File: src/rtl/fetch_pkg.sv
// fetch_pkg: shared definitions for the instruction fetch front end.
//   FETCH_ARQ    : default instruction width in bits
//   FETCH_ADDR_W : default PC / instruction address width
//   NOP_INSTR    : value shown on instr_out when nothing is queued
//   fetch_entry_t: one queue slot, the instruction tagged with its PC
package fetch_pkg;

    localparam int FETCH_ARQ    = 16;
    localparam int FETCH_ADDR_W = 13;

    localparam logic [FETCH_ARQ-1:0] NOP_INSTR = 16'h0000;

    typedef struct packed {
        logic [FETCH_ADDR_W-1:0] pc;
        logic [FETCH_ARQ-1:0]    instr;
    } fetch_entry_t;

endpackage

File: src/rtl/fetch_queue_if.sv
// fetch_queue_if: the bus signals of the fetch front end.
//   ROM side    : imem_en / imem_addr out, imem_data in (one cycle after imem_en)
//   decode side : out_valid / instr_out / pc_out out, out_ready in
// Handshake: an entry transfers on a rising edge where out_valid and
// out_ready are both 1. out_valid never depends on out_ready, and while
// out_valid=1 and out_ready=0 the head (out_valid, instr_out, pc_out)
// stays unchanged. out_ready is ignored while out_valid=0.
// master = the fetch queue, slave = the ROM / decode environment.
interface fetch_queue_if
    import fetch_pkg::*;
#(
    parameter int ARQ              = FETCH_ARQ,
    parameter int MEMORY_ADDR_SIZE = FETCH_ADDR_W
) ();

    logic                        imem_en;
    logic [MEMORY_ADDR_SIZE-1:0] imem_addr;
    logic [ARQ-1:0]              imem_data;
    logic                        out_valid;
    logic                        out_ready;
    logic [ARQ-1:0]              instr_out;
    logic [MEMORY_ADDR_SIZE-1:0] pc_out;

    modport master (
        output imem_en, imem_addr, out_valid, instr_out, pc_out,
        input  imem_data, out_ready
    );

    modport slave (
        input  imem_en, imem_addr, out_valid, instr_out, pc_out,
        output imem_data, out_ready
    );

endinterface

File: src/rtl/fetch_fifo.sv
// fetch_fifo: DEPTH-entry FIFO of fetch_entry_t.
//   clk, rst   : clock, synchronous active-high reset
//   flush      : synchronous clear; wins over push and pop on the same edge
//   push       : write push_data at the write pointer (caller never pushes when full)
//   pop        : advance the read pointer (caller never pops when empty)
//   head       : entry at the read pointer
//   count      : number of occupied entries (0..DEPTH)
//   empty/full : occupancy flags
module fetch_fifo
    import fetch_pkg::*;
#(
    parameter int DEPTH = 4
) (
    input  logic                     clk,
    input  logic                     rst,
    input  logic                     flush,
    input  logic                     push,
    input  fetch_entry_t             push_data,
    input  logic                     pop,
    output fetch_entry_t             head,
    output logic [$clog2(DEPTH):0]   count,
    output logic                     empty,
    output logic                     full
);

    localparam int PW = $clog2(DEPTH);
    localparam int CW = PW + 1;

    fetch_entry_t    mem_q [DEPTH];
    fetch_entry_t    mem_d [DEPTH];
    logic [PW-1:0]   wr_ptr_q, wr_ptr_d;
    logic [PW-1:0]   rd_ptr_q, rd_ptr_d;
    logic [CW-1:0]   count_q, count_d;

    always_comb begin
        mem_d    = mem_q;
        wr_ptr_d = wr_ptr_q;
        rd_ptr_d = rd_ptr_q;
        count_d  = count_q;
        if (flush) begin
            wr_ptr_d = '0;
            rd_ptr_d = '0;
            count_d  = '0;
        end else begin
            if (push) begin
                mem_d[wr_ptr_q] = push_data;
                // DEPTH is a power of two, so the pointer wraps on overflow.
                wr_ptr_d = wr_ptr_q + PW'(1);
            end
            if (pop) begin
                rd_ptr_d = rd_ptr_q + PW'(1);
            end
            unique case ({push, pop})
                2'b10:   count_d = count_q + CW'(1);
                2'b01:   count_d = count_q - CW'(1);
                default: count_d = count_q;
            endcase
        end
    end

    always_ff @(posedge clk) begin
        if (rst) begin
            wr_ptr_q <= '0;
            rd_ptr_q <= '0;
            count_q  <= '0;
        end else begin
            wr_ptr_q <= wr_ptr_d;
            rd_ptr_q <= rd_ptr_d;
            count_q  <= count_d;
        end
    end

    // Storage carries no reset: an entry is only visible once count covers it.
    always_ff @(posedge clk) begin
        mem_q <= mem_d;
    end

    assign head  = mem_q[rd_ptr_q];
    assign count = count_q;
    assign empty = (count_q == '0);
    assign full  = (count_q == CW'(DEPTH));

endmodule

File: src/rtl/fetch_queue.sv
// fetch_queue: instruction fetch front end with a prefetch buffer.
//   clk          : clock, all state updates on the rising edge
//   rst          : synchronous active-high reset, overrides every other input
//   fetch_en     : permits new ROM reads (a read already in flight still lands)
//   branch_taken : redirect request; flushes queue and in-flight read
//   jaddr        : branch target
//   bus          : ROM read port and decode valid/ready port (fetch_queue_if)
// ARQ / MEMORY_ADDR_SIZE must match the widths of fetch_entry_t.
module fetch_queue
    import fetch_pkg::*;
#(
    parameter int                          ARQ              = FETCH_ARQ,
    parameter int                          MEMORY_ADDR_SIZE = FETCH_ADDR_W,
    parameter int                          DEPTH            = 4,
    parameter logic [MEMORY_ADDR_SIZE-1:0] RESET_PC         = '0
) (
    input  logic                        clk,
    input  logic                        rst,
    input  logic                        fetch_en,
    input  logic                        branch_taken,
    input  logic [MEMORY_ADDR_SIZE-1:0] jaddr,
    fetch_queue_if.master               bus
);

    localparam int CW = $clog2(DEPTH) + 1;

    logic [MEMORY_ADDR_SIZE-1:0] pc_q, pc_d;
    logic [MEMORY_ADDR_SIZE-1:0] shadow_pc_q, shadow_pc_d;
    logic                        inflight_q, inflight_d;

    logic [CW-1:0]  fifo_count;
    logic           fifo_empty;
    logic           fifo_full;
    fetch_entry_t   fifo_head;
    fetch_entry_t   push_entry;
    logic [CW:0]    credit_used;
    logic           issue;
    logic           push;
    logic           pop;

    always_comb begin
        // A read is only issued if the slot it will land in is already
        // reserved: queued entries plus the in-flight read must leave room.
        // A pop in this same cycle does not count, so overflow is impossible.
        credit_used = {1'b0, fifo_count} + {{CW{1'b0}}, inflight_q};
        issue       = !rst && fetch_en && !branch_taken
                      && (credit_used < (CW+1)'(DEPTH));

        // Returning data belongs to the wrong path during a redirect.
        push = inflight_q && !branch_taken && !fifo_full;
        pop  = !fifo_empty && bus.out_ready && !branch_taken;

        push_entry.pc    = shadow_pc_q;
        push_entry.instr = bus.imem_data;

        pc_d        = pc_q;
        shadow_pc_d = shadow_pc_q;
        inflight_d  = inflight_q;
        if (branch_taken) begin
            pc_d       = jaddr;
            inflight_d = 1'b0;
        end else if (issue) begin
            pc_d        = pc_q + MEMORY_ADDR_SIZE'(1);
            shadow_pc_d = pc_q;
            inflight_d  = 1'b1;
        end else if (inflight_q) begin
            inflight_d = 1'b0;
        end
    end

    always_ff @(posedge clk) begin
        if (rst) begin
            pc_q        <= RESET_PC;
            shadow_pc_q <= '0;
            inflight_q  <= 1'b0;
        end else begin
            pc_q        <= pc_d;
            shadow_pc_q <= shadow_pc_d;
            inflight_q  <= inflight_d;
        end
    end

    fetch_fifo #(
        .DEPTH (DEPTH)
    ) u_fifo (
        .clk       (clk),
        .rst       (rst),
        .flush     (branch_taken),
        .push      (push),
        .push_data (push_entry),
        .pop       (pop),
        .head      (fifo_head),
        .count     (fifo_count),
        .empty     (fifo_empty),
        .full      (fifo_full)
    );

    assign bus.imem_en   = issue;
    assign bus.imem_addr = pc_q;
    assign bus.out_valid = !fifo_empty;
    assign bus.instr_out = fifo_empty ? NOP_INSTR : fifo_head.instr;
    assign bus.pc_out    = fifo_empty ? '0 : fifo_head.pc;

endmodule
File: src/flat_wrapper.sv
// flat-port wrapper written by rule: the top's interface ports become plain ports
module fetch_queue_flat import fetch_pkg::*;
#(
    parameter int                          ARQ              = FETCH_ARQ,
    parameter int                          MEMORY_ADDR_SIZE = FETCH_ADDR_W,
    parameter int                          DEPTH            = 4,
    parameter logic [MEMORY_ADDR_SIZE-1:0] RESET_PC         = '0
)
  (clk, rst, fetch_en, branch_taken, jaddr, bus_imem_en, bus_imem_addr, bus_out_valid, bus_instr_out, bus_pc_out, bus_imem_data, bus_out_ready);
  fetch_queue_if #(.ARQ(ARQ), .MEMORY_ADDR_SIZE(MEMORY_ADDR_SIZE)) bus_i ();
  input  logic clk;
  input  logic rst;
  input  logic fetch_en;
  input  logic branch_taken;
  input  logic [MEMORY_ADDR_SIZE-1:0] jaddr;
  output wire logic [$bits(bus_i.imem_en)-1:0] bus_imem_en;
  output wire logic [$bits(bus_i.imem_addr)-1:0] bus_imem_addr;
  output wire logic [$bits(bus_i.out_valid)-1:0] bus_out_valid;
  output wire logic [$bits(bus_i.instr_out)-1:0] bus_instr_out;
  output wire logic [$bits(bus_i.pc_out)-1:0] bus_pc_out;
  input wire logic [$bits(bus_i.imem_data)-1:0] bus_imem_data;
  input wire logic [$bits(bus_i.out_ready)-1:0] bus_out_ready;
  assign bus_imem_en = bus_i.imem_en;
  assign bus_imem_addr = bus_i.imem_addr;
  assign bus_out_valid = bus_i.out_valid;
  assign bus_instr_out = bus_i.instr_out;
  assign bus_pc_out = bus_i.pc_out;
  assign bus_i.imem_data = bus_imem_data;
  assign bus_i.out_ready = bus_out_ready;
  fetch_queue #(.ARQ(ARQ), .MEMORY_ADDR_SIZE(MEMORY_ADDR_SIZE), .DEPTH(DEPTH), .RESET_PC(RESET_PC)) u_core (.clk(clk), .rst(rst), .fetch_en(fetch_en), .branch_taken(branch_taken), .jaddr(jaddr), .bus(bus_i));
endmodule
File: config.mk
export PLATFORM = sky130hd
export DESIGN_NAME = fetch_queue_flat
export DESIGN_NICKNAME = d
export VERILOG_FILES = /design/src/rtl/fetch_pkg.sv /design/src/rtl/fetch_queue_if.sv /design/src/rtl/fetch_fifo.sv /design/src/rtl/fetch_queue.sv /design/src/flat_wrapper.sv
export SDC_FILE = /design/constraint.sdc
export NUM_CORES = 1
export LEC_CHECK = 0
export CORE_AREA = 2 2 113 115
export CTS_BUF_LIST = sky130_fd_sc_hd__clkbuf_4 sky130_fd_sc_hd__clkbuf_8
export DETAILED_ROUTE_END_ITERATION = 16
export DIE_AREA = 0 0 115 117
export PLACE_DENSITY = 0.73
export SETUP_SLACK_MARGIN = 0.3
export SYNTH_ARGS = -nofsm -noshare
export SYNTH_HDL_FRONTEND = slang
export SYNTH_SLANG_ARGS = --single-unit
export TNS_END_PERCENT = 50
File: constraint.sdc
create_clock -name clk -period 3.5 [get_ports clk]
set_clock_uncertainty 0.05 [all_clocks]
set_input_delay 0.7 -clock clk [delete_from_list [all_inputs] [get_ports clk]]
set_output_delay 0.7 -clock clk [all_outputs]
set_load 0.1 [all_outputs]
Word level (Yosys, flattened, before mapping) --
Cells that the tools add are included.
Word-level totals: logic and storage cells 60, register bits 150, input bits 34, output and inout port bits 44
Cells by class: bitwise gates (word level) 3, equality and inequality tests 3, add/subtract/negate cells 6, $lt $le $gt $ge 4, reductions and logical operators 18, mux-type cells 12
Operators with widths (number):
- $bwmux W116 | 1
- $mux W29 | 3
- $bmux W29 S2 | 1
- $demux W29 S2 | 1
- $mux W13 | 3
- $mux W16 | 1
- $add A13 B1 Y13 const B | 1
- $logic_and A1 B1 Y1 | 8
- $ge A3 B3 Y1 const B | 2
- $not A2 Y3 | 2
- $pmux W3 S2 | 1
- $add A2 B1 Y2 const B | 2
- $add A3 B1 Y4 | 1
- $logic_not A1 Y1 | 4
- $lt A4 B3 Y1 const B | 1
- $reduce_and A2 Y1 | 2
- $reduce_bool A2 Y1 | 2
- $add A3 B1 Y3 const B | 1
- $eq A3 B3 Y1 const B | 1
- $logic_not A3 Y1 | 1
- $lt A3 B1 Y1 const B | 1
- $sub A3 B1 Y3 const B | 1
- $eq A2 B1 Y1 const B | 1
- $eq A2 B2 Y1 const B | 1
- other kinds (3) | 3

Depth between registers and ports, before layout --
Gate-level depths: netlist of the first run.
depth in word-level cells 6, gate-level depth with buffers 10, depth with buffers taken out 10

By module --
Synthesis of the first run repeated with hierarchy kept, for this count alone.
Unflattened totals: cell total of the unflattened synthesis 373, area, all modules 6059.6 sq um
By module, submodules not included:
- fetch_fifo | sequential area each 3623.5 sq um, area an instance 4588.2 sq um, times used 1, cells an instance 197
- fetch_queue | sequential area each 540.5 sq um, area an instance 1471.4 sq um, times used 1, cells an instance 176

Least setup slack after synthesis of the first run --
OpenSTA, ideal clock, no wires.
path kind reg-to-output, start register u_core.u_fifo.rd_ptr_q[1], end output bus_instr_out[10], path buffers 1, data arrival time 2.272 ns, setup slack 0.478 ns, cell stages (with the launch flop) 4, data required time 2.750 ns, cell sequence dfxtp_1 > clkbuf_1 > mux4_2 > nor2b_1
On the way: cells in the longest elaborated chain, start to end 5
RTL lines:
- from (decl) | RTL line fetch_fifo.sv:32 | logic [PW-1:0] rd_ptr_q, rd_ptr_d;
- from (signal assigned) | RTL line fetch_fifo.sv:68 | rd_ptr_q <= rd_ptr_d;
- $not A2 Y3 (not written as such) | RTL line fetch_fifo.sv:78 | assign head = mem_q[rd_ptr_q];
- $bmux W29 S2 | RTL line fetch_fifo.sv:78
- $mux W29 (not written as such) (2 in a row) | RTL line fetch_fifo.sv:78
- $mux W16 | RTL line fetch_queue.sv:101 | assign bus.instr_out = fifo_empty ? NOP_INSTR : fifo_head.instr;
- to (decl) | RTL line flat_wrapper.sv:19 | output wire logic [$bits(bus_i.instr_out)-1:0] bus_instr_out;
No other way between the ends. The select of a mux whose other input is x is not followed.

Final worst setup path of the first run --
start register u_core.u_fifo.rd_ptr_q[0], end output bus_pc_out[2]
On the way: cells in the longest elaborated chain, start to end 5
RTL lines:
- $not A2 Y3 (not written as such) | RTL line fetch_fifo.sv:78
- $bmux W29 S2 | RTL line fetch_fifo.sv:78
- $mux W29 (not written as such) (2 in a row) | RTL line fetch_fifo.sv:78
- $mux W13 | RTL line fetch_queue.sv:102 | assign bus.pc_out = fifo_empty ? '0 : fifo_head.pc;
- to (decl) | RTL line flat_wrapper.sv:20 | output wire logic [$bits(bus_i.pc_out)-1:0] bus_pc_out;
No other way between the ends. The select of a mux whose other input is x is not followed.

==> results by group, run 1 <==
Outcome
  – Status: completed

Yosys
  – #FFs+latches synth: 150
  – Post-synth EDFFs: approximately 120
  – Sequential fraction of the synthesis area: 0.689
  – Main synth FF type: edfxtp_1
  – Syn avg cell area: approximately 15 µm²
  – Syn Inst Count: 392
  – Post-Syn Area: between 6000 and 7000 µm²
  – Yosys warns: 0
  – Post-synth net total: around 430
  – Library cells used by synthesis: 40
  – Async S/R FF share, synth: 0

Timing
  – Final worst path period need: about 2900 ps
  – Max Fclk: roughly 0.35 GHz
  – Hold Violations, Final: 0
  – Slew Limit Fails: 0
  – Fin Setup TNS: 0 ps
  – Unrepaired setup endpoints after global routing: no
  – Final setup fails: 0
  – Slew at the pin with the worst max-slew slack: 587 ps
  – Slew margin rel.: 0.606
  – Final worst-path cycle share: 0.828

GRT
  – Largest net degree at the start of global routing: 32
  – Remaining Overflow, GRT: 0
  – Vias in the first global route: ~3.6k
  – Initial antenna violation count: 0
  – First-pass GRT wire length: between 15000 and 20000 µm
  – Total GRT Usage: 0.188

Routing
  – Via count: 3603
  – Met2 Wirelength: 6180 µm
  – Routed wl met3: between 400 and 500 µm
  – DR vias/cell: ~5.6
  – Uppermost layer routed: met4
  – ANT nets after route: 0
  – Drt first-iter violations: 297
  – WL/cell: 18.1 µm
  – Post-route DRC: 0
  – Drt pass-1 iters: 5
  – Total Wirelength: ~12000 µm
  – Wl on met1: around 4800 µm

Clock tree
  – Clk buf depth: 2
  – CTS tree: built
  – Clock Latency Late Sink: 450 ps
  – Clock slew at reported path FFs: roughly 90 ps
  – Sinks on Clock Net: 150
  – CTS root buf: clkbuf_8
  – CTS Buf Count: 17
  – Htree depth: 4

Layout
  – Util after Layout: 0.630
  – Fin nets: approximately 520
  – Share of cells above drive strength 1: 0.247
  – Area delta synth->final: 28.2%
  – ANT cells: 0
  – Non-filler instance count after layout: approximately 640

Place
  – Post-Place Cells: between 600 and 700
  – Gpl congestion: between 0.7 and 0.8
  – IO Port Bufs: 77
  – HPWL Detailed: 7540 µm

Die
  – Die height: approximately 120 µm
  – Die area: 13500 µm²
  – Num rows: 41
  – Die Span X: around 120 µm
  – I/O Pins: 78
  – Core Region: ~12000 µm²
  – Initial Utilization: 0.491

Power
  – Internal: between 0.002 and 0.003 W
  – Clk pwr share: 0.373
  – Static leakage: ~2.5 nW
  – Sequential power share: 0.559
  – Combinational power share: 0.068
  – Total power: 0.00348 W
  – VDD IR max: between 0.0002 and 0.0003 V
  – Cell Pwr Density: 449 nW/µm²
  – Sw power: roughly 0.00093 W
  – Switching share of power: 0.266

Critical path
  – Critical Path RT: 2750 ps
  – Arr. time, crit path: around 2200 ps
  – Worst-path maximum fanout: 19
  – Critical path startpoint category: register
  – Crit Path Category: register to output port
  – Worst setup EP type: output port

Hold path
  – Worst hold path class: register to register

Run
  – Maxcap violations: 0
-- stage by stage --
stage	worst slack, ps	instance area [µm²]	hold slack (ps)
floorplan	478	6050	410
global placement	541	7330	421
detailed placement	458	7330	442
CTS	375	7750	455
global route	465	7750	478
finish	603	7750	450
-- logic make-up (layout without fill, tap and decap cells) --
kind of cell / Yosys count / after routing / share of synthesized area
and+or+nand+nor: 122 / 122 / 0.112
xor gates and xnor gates: 5 / 5 / 0.00724
muxes: 30 / 30 / 0.110
buffers and inverters: 34 / 135 / 0.0244
adders and majority gates: 7 / 7 / 0.0157
AOI/OAI and AO/OA: 44 / 44 / 0.0420
DFF: 150 / 150 / 0.689
-- power groups by stage --
stage / clock network, W / logic, W / registers (W)
finish: 0.00130 / 0.000236 / 0.00195
global route: 0.00140 / 0.000249 / 0.00195
CTS: 0.00132 / 0.000237 / 0.00195
detailed placement: 0 / 0.000237 / 0.00199
global placement: 0 / 0.000233 / 0.00199
floorplan: 0 / 0.0000822 / 0.00205
-- layer usage --
layer  GRT usage  vias to the layer above
met1       0.238                     1804
li1            -                     1667
met5           0                        -
met4      0.0755                        0
met2       0.316                      111
met3      0.0453                       21
-- final cells by class --
cell class,count,area [µm²]
fillers,902,4560
flip-flops and latches,150,4170
multi-input cells,208,1740
repair buffers,89,1190
clock buffers,17,234
well taps,150,188
clock inverters,15,181
inverters,14,52.6
-- Yosys cell counts, types with 3 or more instances --
library cell,number,share of area
inv_1,14,0.0087
dfxtp_1,34,0.11
nand3_1,10,0.0083
or3_1,6,0.0062
edfxtp_1,116,0.58
mux4_2,29,0.11
nand4_1,3,0.0031
nor2_1,8,0.0050
nor2b_1,34,0.035
a21oi_1,21,0.017
and3_1,6,0.0062
nand2_1,33,0.020
a31oi_1,8,0.0083
clkbuf_1,11,0.0068
xnor2_1,3,0.0043
ha_1,6,0.012
buf_2,7,0.0058
o21ai_0,8,0.0066
nor3_1,6,0.0050
and2_1,4,0.0041
-- sequential cells by signal, indices dropped and copies added (netlist names) --
name and cells:
u_core.inflight_q 1, u_core.bus.imem_addr 13, u_core.shadow_pc_q 13, u_core.u_fifo.count 3
u_core.u_fifo.wr_ptr_q 2, u_core.u_fifo.rd_ptr_q 2, u_core.u_fifo.mem_q 116
-- repair_timing --
| action | CTS | global route |
|---|---|---|
| hold buffers | 0 | 0 |
| buffers inserted | 0 | 0 |
| endpoints found under the setup margin | 0 | 1 |
| resized for setup | 0 | 1 |
-- layout by cell type, fill, tap and decap left out, types with 3 or more instances in the layout --
cell type,n
a21oi_1,21
a31oi_1,8
and2_1,4
and3_1,6
buf_12,35
buf_4,21
clkbuf_8,17
clkdlybuf4s50_1,33
clkinv_8,5
dfxtp_1,33
edfxtp_1,116
ha_1,6
inv_1,14
inv_6,3
inv_8,5
mux4_2,29
nand2_1,33
nand3_1,10
nand4_1,3
nor2_1,8
nor2b_1,34
nor3_1,5
o21ai_0,8
or3_1,6
xnor2_1,3
-- worst max-delay path, stage by stage, from the launching register on --
cell	delay [ps]
dfxtp_4	530
buf_12	240
mux4_2	510
nor2b_1	190
buf_12	200
-- worst paths after layout --
check	slack, ps	end	cells after the start	start
setup reg to reg	830	u_core.u_fifo.count[2]$_SDFFE_PP0P_	10	u_core.u_fifo.count[2]$_SDFFE_PP0P_
setup / recovery	600	bus_pc_out[2]	4	u_core.u_fifo.rd_ptr_q[0]$_SDFFE_PP0P_
hold reg to reg	450	u_core.shadow_pc_q[4]$_SDFFE_PP0P_	2	u_core.shadow_pc_q[4]$_SDFFE_PP0P_
hold / removal	450	u_core.shadow_pc_q[4]$_SDFFE_PP0P_	2	u_core.shadow_pc_q[4]$_SDFFE_PP0P_
Note: power is estimated with default switching activity, not from simulation.
==> run 2, diff against run 1 <==
clock period = 2.75 ns   (was 3.5 ns; I/O delays follow)
==> run 2 against run 1 <==
Effect of this change: sequential power up 27%; die area unchanged; hold slack better by 0.88 ps; worst setup slack worse by 390 ps; via count up 1.1%; non-clock buffer count up 12; cell count up 1.9%; sequential share of layout area down 1.2 points; register-to-register slack worse by 460 ps; critical path depth unchanged; critical path type unchanged; largest power group unchanged; highest routed layer unchanged.
==> results by group, run 2 (same netlist as run 1, synthesis figures left out) <==
Timing
  – Fin Setup TNS: 0 ps
  – Unrepaired setup endpoints after global routing: yes
  – Final setup fails: 0
  – Max Fclk: 0.394 GHz
  – Final worst-path cycle share: 0.924
  – Slew Limit Fails: 0
  – Final hold slack: between 400 and 500 ps
  – Final worst path period need: 2540 ps
  – Final worst slack: 210 ps
  – Slew margin rel.: 0.638
  – Hold Violations, Final: 0
  – Slew at the pin with the worst max-slew slack: roughly 540 ps

Layout
  – Area delta synth->final: 31.1%
  – Biggest register: u_core.u_fifo.mem_q
  – Non-filler instance count after layout: between 600 and 700
  – Max reg flops: about 120
  – Most frequent cells in the layout: edfxtp_1 (116), buf_12 (36), nand2_1 (33), dfxtp_1 (33), clkdlybuf4s50_1 (32)
  – Fin nets: 533
  – Share of cells above drive strength 1: 0.299
  – Commonest non-fill, non-tap cell in the layout: edfxtp_1
  – Filler cells: 891
  – ANT cells: 0

Hold path
  – Worst hold path class: register to register

Die
  – Initial Utilization: 0.491
  – Num rows: between 40 and 50
  – Die area: between 10000 and 15000 µm²
  – Core Region: roughly 12000 µm²
  – Die Span X: around 120 µm
  – I/O Pins: roughly 80
  – Die height: 117 µm

Critical path
  – Buf/Inv on CP: 2
  – Critical Path RT: 2150 ps
  – Critical path startpoint category: register
  – Crit Path Category: register to output port
  – Max incr delay on CP: between 400 and 500 ps
  – Crit path top cell by count: buf_12
  – FF-to-FF setup slack: 370 ps
  – CP cell instances: buf_12, mux4_2, nor2b_2, buf_12
  – Worst-path maximum fanout: 7
  – Delay-heaviest family, CP: multiplexers
  – Worst setup EP type: output port
  – Arr. time, crit path: around 1900 ps
  – CP max stage cell: mux4_2

Place
  – HPWL Detailed: about 8000 µm
  – Pre-CTS setup slack: -7.44 ps
  – IO Port Bufs: just under 80
  – Post-Place Cells: 620
  – Gpl congestion: 0.858

Clock tree
  – CTS tree: built
  – CTS root buf: clkbuf_8
  – Htree depth: 4
  – Clock Latency Late Sink: about 440 ps
  – CTS Buf Count: 17
  – Sinks on Clock Net: 150
  – Clock slew at reported path FFs: 80 ps
  – Postcts setup bufs: 0
  – Clk buf depth: 2

GRT
  – Largest net degree at the start of global routing: 32
  – Total GRT Usage: 0.188
  – Vias in the first global route: ~3.7k
  – First-pass GRT wire length: 19000 µm
  – Remaining Overflow, GRT: 0
  – Initial antenna violation count: 0

Routing
  – Total Wirelength: 12100 µm
  – Drt pass-1 iters: 5
  – Drt first-iter violations: between 200 and 250
  – Post-route DRC: 0
  – Via count: about 3.6k
  – WL/cell: roughly 18 µm
  – DR vias/cell: 5.56
  – ANT nets after route: 0

Outcome
  – Status: completed

Run
  – Maxcap violations: 0

Power
  – Cell Pwr Density: 548 nW/µm²
  – Total power: approximately 0.0043 W
  – Static leakage: ~2.6 nW
  – VDD IR max: 0.000269 V
run 2: worst reg2reg max path, cell delays in order, from the launching register on:
cell	delay, ps
dfxtp_1	490
inv_1	100
o31ai_2	300
nor2_1	90
inv_1	60
ha_1	160
inv_1	60
fa_1	370
xor2_1	160
or3_1	310
a21oi_1	150
run 2: stage by stage:
stage / cell area, µm² / utilization
4_1_cts: 7900 / 0.642
3_5_place_dp: 7450 / 0.605
3_3_place_gp: 7450 / 0.605
2_1_floorplan: 6080 / -
5_1_grt: 7930 / 0.644
6_report: 7930 / 0.644
run 2: worst paths after layout:
check	start	end	cells past startpoint
hold / removal	u_core.shadow_pc_q[2]$_SDFFE_PP0P_	u_core.shadow_pc_q[2]$_SDFFE_PP0P_	2
setup / recovery	u_core.u_fifo.rd_ptr_q[0]$_SDFFE_PP0P_	bus_pc_out[0]	4
hold reg to reg	u_core.shadow_pc_q[2]$_SDFFE_PP0P_	u_core.shadow_pc_q[2]$_SDFFE_PP0P_	2
setup reg to reg	u_core.u_fifo.count[2]$_SDFFE_PP0P_	u_core.u_fifo.count[2]$_SDFFE_PP0P_	10
run 2: layout make-up:
type / count / area (µm²) / area share
timing repair buffer: 101 / 1360 / 0.172
sequential: 150 / 4170 / 0.526
clock buffer: 18 / 248 / 0.0312
tap: 150 / 188 / 0.0237
inverter: 14 / 52.6 / 0.00663
multi-input combinational: 208 / 1780 / 0.225
clock inverter: 14 / 126 / 0.0159
run 2: timing repair:
action	CTS	global route
pin swaps	1	0
setup endpoints to repair	31	32
gates cloned	2	1
gates resized for setup	10	1
hold buffers	0	0
run 2: per-layer routing:
metal	vias up	GRT usage	part of all wire
met5	-	0	0
met4	0	0.0835	0.027
met3	22	0.0402	0.039
met2	119	0.302	0.50
met1	1803	0.252	0.43
li1	1699	-	-
run 2: power by group:
part / switching, W / internal (W)
Combinational: 0.000196 / 0.000113
Clock: 0.000815 / 0.000744
Sequential: 0.0000310 / 0.00245
Total: 0.00104 / 0.00331
